### src/rtl/mca_adder_sequencer.sv
`timescale 1ns/1ps
// mca_adder_sequencer: decimates the in_valid stream, fires start for the multi-cycle adder tree,
// counts down the tree latency and captures its result. Define MCA_SEQ_STATS_EN for the stats counters.
module mca_adder_sequencer #(
  parameter int WIDTH_COEFFICIENT = 32,
  parameter int MCA_NUM_ADDITIONS = 16,
  parameter int NUM_STAGES        = 4,
  parameter int DSR               = 16,
  parameter int LATENCY           = NUM_STAGES * (MCA_NUM_ADDITIONS + 1)
) (
  input  logic                         clk,
  input  logic                         resetn,
  input  logic                         enable,
  input  logic                         in_valid,
  input  logic [WIDTH_COEFFICIENT-1:0] tree_sample,
  output logic                         start,
  output logic                         busy,
  output logic [WIDTH_COEFFICIENT-1:0] out_sample,
  output logic                         out_valid,
  input  logic                         out_ready,
  output logic                         overrun,
  input  logic                         clr_overrun,
`ifdef MCA_SEQ_STATS_EN
  output logic [15:0]                  sample_cnt,
  output logic [15:0]                  drop_cnt,
`endif
  output logic                         state_dbg
);

  localparam int DEC_W = $clog2(DSR + 1);
  localparam int CYC_W = $clog2(LATENCY + 1);
  localparam logic [DEC_W-1:0] DEC_MAX  = DEC_W'(DSR - 1);
  localparam logic [CYC_W-1:0] CYC_LOAD = CYC_W'(LATENCY - 1);

  typedef enum logic {IDLE = 1'b0, RUN = 1'b1} state_e;

  state_e                       state_q, state_d;
  logic [DEC_W-1:0]             dec_cnt_q, dec_cnt_d;
  logic [CYC_W-1:0]             cyc_cnt_q, cyc_cnt_d;
  logic                         start_q, start_d;
  logic [WIDTH_COEFFICIENT-1:0] out_sample_q, out_sample_d;
  logic                         out_valid_q, out_valid_d;
  logic                         overrun_q, overrun_d;
  logic                         trigger, capture, drop, overwrite;

  assign trigger = enable & in_valid & (dec_cnt_q == DEC_MAX);

  // Output handshake: a sample transfers on any clock where out_valid & out_ready;
  // out_sample never changes while out_valid is high except by a new capture.
  always_comb begin
    state_d      = state_q;
    dec_cnt_d    = dec_cnt_q;
    cyc_cnt_d    = cyc_cnt_q;
    start_d      = 1'b0;
    out_sample_d = out_sample_q;
    out_valid_d  = out_valid_q;
    overrun_d    = overrun_q;
    capture      = 1'b0;
    drop         = 1'b0;
    overwrite    = 1'b0;

    if (!enable) begin
      dec_cnt_d = '0;
    end else if (in_valid) begin
      dec_cnt_d = (dec_cnt_q == DEC_MAX) ? '0 : dec_cnt_q + 1'b1;
    end

    case (state_q)
      IDLE: begin
        if (trigger) begin
          state_d   = RUN;
          start_d   = 1'b1;
          cyc_cnt_d = CYC_LOAD;
        end
      end
      RUN: begin
        if (cyc_cnt_q == '0) begin
          capture = 1'b1;
          // A trigger landing on the done cycle chains straight into the next run.
          if (trigger) begin
            start_d   = 1'b1;
            cyc_cnt_d = CYC_LOAD;
          end else begin
            state_d = IDLE;
          end
        end else begin
          cyc_cnt_d = cyc_cnt_q - 1'b1;
          drop      = trigger;
        end
      end
      default: state_d = IDLE;
    endcase

    if (capture) begin
      out_sample_d = tree_sample;
      out_valid_d  = 1'b1;
      overwrite    = out_valid_q & ~out_ready;
    end else if (out_valid_q && out_ready) begin
      out_valid_d = 1'b0;
    end

    if (clr_overrun) begin
      overrun_d = 1'b0;
    end else if (drop || overwrite) begin
      overrun_d = 1'b1;
    end
  end

  always_ff @(posedge clk or negedge resetn) begin
    if (!resetn) begin
      state_q      <= IDLE;
      dec_cnt_q    <= '0;
      cyc_cnt_q    <= '0;
      start_q      <= 1'b0;
      out_sample_q <= '0;
      out_valid_q  <= 1'b0;
      overrun_q    <= 1'b0;
    end else begin
      state_q      <= state_d;
      dec_cnt_q    <= dec_cnt_d;
      cyc_cnt_q    <= cyc_cnt_d;
      start_q      <= start_d;
      out_sample_q <= out_sample_d;
      out_valid_q  <= out_valid_d;
      overrun_q    <= overrun_d;
    end
  end

  assign start      = start_q;
  assign busy       = (state_q == RUN);
  assign out_sample = out_sample_q;
  assign out_valid  = out_valid_q;
  assign overrun    = overrun_q;
  assign state_dbg  = state_q;

`ifdef MCA_SEQ_STATS_EN
  logic [15:0] sample_cnt_q, sample_cnt_d;
  logic [15:0] drop_cnt_q, drop_cnt_d;

  always_comb begin
    sample_cnt_d = sample_cnt_q;
    drop_cnt_d   = drop_cnt_q;
    if (clr_overrun) begin
      sample_cnt_d = '0;
      drop_cnt_d   = '0;
    end else begin
      if (capture && sample_cnt_q != 16'hFFFF) sample_cnt_d = sample_cnt_q + 16'd1;
      if ((drop || overwrite) && drop_cnt_q != 16'hFFFF) drop_cnt_d = drop_cnt_q + 16'd1;
    end
  end

  always_ff @(posedge clk or negedge resetn) begin
    if (!resetn) begin
      sample_cnt_q <= '0;
      drop_cnt_q   <= '0;
    end else begin
      sample_cnt_q <= sample_cnt_d;
      drop_cnt_q   <= drop_cnt_d;
    end
  end

  assign sample_cnt = sample_cnt_q;
  assign drop_cnt   = drop_cnt_q;
`endif

endmodule

### config.mk
export PLATFORM = sky130hd
export DESIGN_NAME = mca_adder_sequencer
export DESIGN_NICKNAME = d
export VERILOG_FILES = /design/src/rtl/mca_adder_sequencer.sv
export SDC_FILE = /design/constraint.sdc
export NUM_CORES = 1
export LEC_CHECK = 0
export CORE_MARGIN = 2
export CORE_UTILIZATION = 45
export DETAILED_ROUTE_END_ITERATION = 10
export GPL_ROUTABILITY_DRIVEN = 0
export HOLD_SLACK_MARGIN = 0.02
export PLACE_DENSITY_LB_ADDON = 0.2
export SYNTH_ARGS = -nofsm -noshare
export SYNTH_HDL_FRONTEND = slang
export SYNTH_SLANG_ARGS = --single-unit
export TNS_END_PERCENT = 1
### constraint.sdc
create_clock -name clk -period 1.8 [get_ports clk]
set_input_delay 0.54 -clock clk [delete_from_list [all_inputs] [get_ports clk]]
set_output_delay 0.54 -clock clk [all_outputs]
set_load 0.02 [all_outputs]
==> flow_summary.ini <==
[floorplanning]
row_count = 25
floorplan.initialDensity_pct = 45.9
core_region_area_um2 = 4660
die_w_um = 73.0
io_pins = 75
die_area_um2 = 5330
die_h_um = 73.0

[setup_path]
worstSetupEndpoint = start
critical_path_buf_inv_count = 1
cp_data_required_time_ns = 1.26
cp-start-kind = flip-flop
cp_top_family = buffers and inverters
rr_startpoint = cyc_cnt_q[0]
timing_worst_setup_path_type = reg -> out
path_depth = 1
cp_max_fo = 1
cpMaxStageDelayCell = clkdlybuf4s50_1
max_stage_delay_ns = 0.60
reg2reg_depth = 6
cp.arrival_ns = 1.22
worstSetupStartpoint = start
regToRegEndpoint = out_sample[10]
crit_chain = clkdlybuf4s50_1
cp-end-kind = output pin
rrSetupSlack_ns = 0.08

[finish]
syn2layout_area_growth_pct = 43.1
post_route_cells_drive_above_1_share_pct = 23.6
finalNetCount = 277
design_area_um2 = 3060
post_layout_nonfiller_instances = 291
antenna_cells = 0
fillCellCount = 364
final_core_utilization_pct = 65.7

[logic_synthesis]
total_standard_cell_area_after_synthesis_um2 = 2140
synthesis.area_per_instance_um2 = 14.4
number_of_synthesized_flops_with_an_enable_pin = 0
mappedNetlistNets = 190
synth-async-reset-ratio_pct = 100
yosys_warnings = 0
yosysSeqAreaShare_pct = 56.1
synth_ff_type = dfrtp_1
synth.ff_latch_count = 48
count_of_mapped_cells_out_of_synthesis = 149
yosysUniqueCellTypes = 37

[clocking]
register_clock_pin_slew_on_the_reported_worst_setup_and_hold_paths_ns = 0.08
cts-buffers-inserted = 5
clock_latency_ns = 0.29
postCtsSetupBuffers = 0
cts_sinks = 48
clock_tree.root_cell = clkbuf_8
htreeDepth = 2
clock_tree.buffer_depth = 2
tritoncts = built

[detailed_routing]
ant_nets = 0
vias = 1512
dr.pass1.iters = 4
postRouteWirelength_mm = 4.48
detail_route.iter0.violations = 32
routedWlPerCell_um = 15.4
route.detailed.drc = 0
drt-vias-per-instance = 5.20

[placement]
dp_hpwl_mm = 3.36
port-buffer-count = 74
place_inst = 283
dpl_cell_area_um2 = 3000

[global_route]
grt_max_degree = 49
gr-total-overflow = 0
grt_use_total_pct = 17.9
first_global_vias = 1508
grt_pass1_wl_mm = 7.32
number_of_antenna_violations_at_the_first_check_in_global_routing = 0

[pwr]
swShare_pct = 23.0
power.share.combinational_pct = 13.4
switching_power_summed_over_all_nets_uw = 476
intPower_uw = 1590
leakage_component_of_the_power_uw = 0.00153
power.clock.fraction_pct = 31.5
irDropWorstVdd_uv = 445
power_density_nw_per_um2 = 676
power_total_uw = 2070
sequentialPowerShare_pct = 55.0

[timing]
final.setup_skew_ns = 0.00668
rsz0062_at_grt = true
timing.final.setup_violations = 0
fin_crit_ns = 1.76
hold_viol_final = 0
tns_ns = 0
post-route-period-util_pct = 97.6
max-slew-margin-rel_pct = 60.2
slew_violations = 0
maxClockFrequency_ghz = 0.569
tightestPinTransition_ns = 0.597

[status]
run_status = completed

[hold_path]
class_of_the_tightest_hold_or_removal_check = in -> async

[run]
timing.max_cap.violations = 0
## how the worst min path moves through the flow
stage                  startpoint             end  slack, ns  depth (start not counted)
global placement          overrun         overrun       0.49                          2
CTS                        resetn  out_sample[24]       0.22                          2
floorplan                  resetn            busy       0.24                          0
finish                     resetn  out_sample[24]       0.22                          2
detailed placement  out_sample[2]   out_sample[2]       0.49                          1
global route               resetn  out_sample[24]       0.22                          2
## layer usage
metal	share of wire [%]	vias to the layer above	track usage, %
li1	-	706	-
met1	44	742	23.5
met2	49	62	29.2
met3	6.0	2	4.97
met4	0.25	0	4.94
met5	0	-	0
## cells by family after synthesis
logic type	after synthesis	share of synthesized area, %
DFF	48	56.1
and+or+nand+nor	27	8.36
muxes	35	23.3
xor gates and xnor gates	1	0.409
buffers and inverters	11	3.16
adders and majority gates	3	1.75
AOI/OAI and AO/OA	24	6.90
## flip-flops by register name, summed over array words and instances (netlist names)
name        count
busy            1
start           1
out_sample     32
dec_cnt_q       5
out_valid       1
cyc_cnt_q       7
overrun         1
## timing repair
| item | in CTS | in global routing |
|---|---|---|
| hold buffers | 0 | 0 |
| gates cloned | 0 | 0 |
| resized for setup | 33 | 3 |
| endpoints found under the setup margin | 33 | 6 |
## layout make-up
| cell class | count | area, um^2 | share of cell area [%] |
|---|---|---|---|
| multi-input cells | 90 | 872 | 28.5 |
| clock inverters | 1 | 7.51 | 0.245 |
| repair buffers | 84 | 802 | 26.2 |
| clock buffers | 7 | 86.3 | 2.82 |
| well taps | 54 | 67.6 | 2.21 |
| flip-flops and latches | 48 | 1200 | 39.2 |
| inverters | 7 | 26.3 | 0.858 |
## per-stage QoR
stage	hold WS, ns	setup slack [ns]
2_1_floorplan	0.244	0.160
3_3_place_gp	0.490	-0.0540
3_5_place_dp	0.492	-0.122
4_1_cts	0.217	0.000146
5_1_grt	0.221	-0.0524
6_report	0.217	0.0427
## cell usage after synthesis, drive strengths merged, types with 3 or more instances
master | count | area share [%]
nor3 | 4 | 1.7
a21oi | 7 | 1.6
o21ai | 7 | 1.6
buf | 4 | 1.9
mux2 | 32 | 22
ha | 3 | 1.8
nor2 | 5 | 0.88
mux2i | 3 | 1.4
nand3 | 4 | 1.5
nand2 | 3 | 0.53
dfrtp | 48 | 56
inv | 7 | 1.2
## power by group through the flow
stage	clock, uW	combinational, uW	sequential, uW
final	652	278	1140
after global routing	719	299	1150
after CTS	682	284	1140
after detailed placement	0	305	1160
after global placement	0	301	1160
after floorplan	0	60.7	1210
## layout by cell type (no fill, tap or decap), types with 2 or more instances in the layout
master / count
nor2_1: 5
a21oi_1: 7
mux2_2: 3
mux2_4: 29
nand3_1: 3
inv_1: 7
nor2b_1: 2
nand2_1: 3
buf_12: 2
nand2b_1: 2
dlygate4sd2_1: 33
dlymetal6s2s_1: 3
nor3_1: 2
clkdlybuf4s50_1: 37
dfrtp_1: 48
clkbuf_8: 6
o21ai_0: 6
mux2i_1: 3
ha_1: 3
buf_4: 8
o31ai_1: 2
Note: power is estimated with default switching activity, not from simulation.
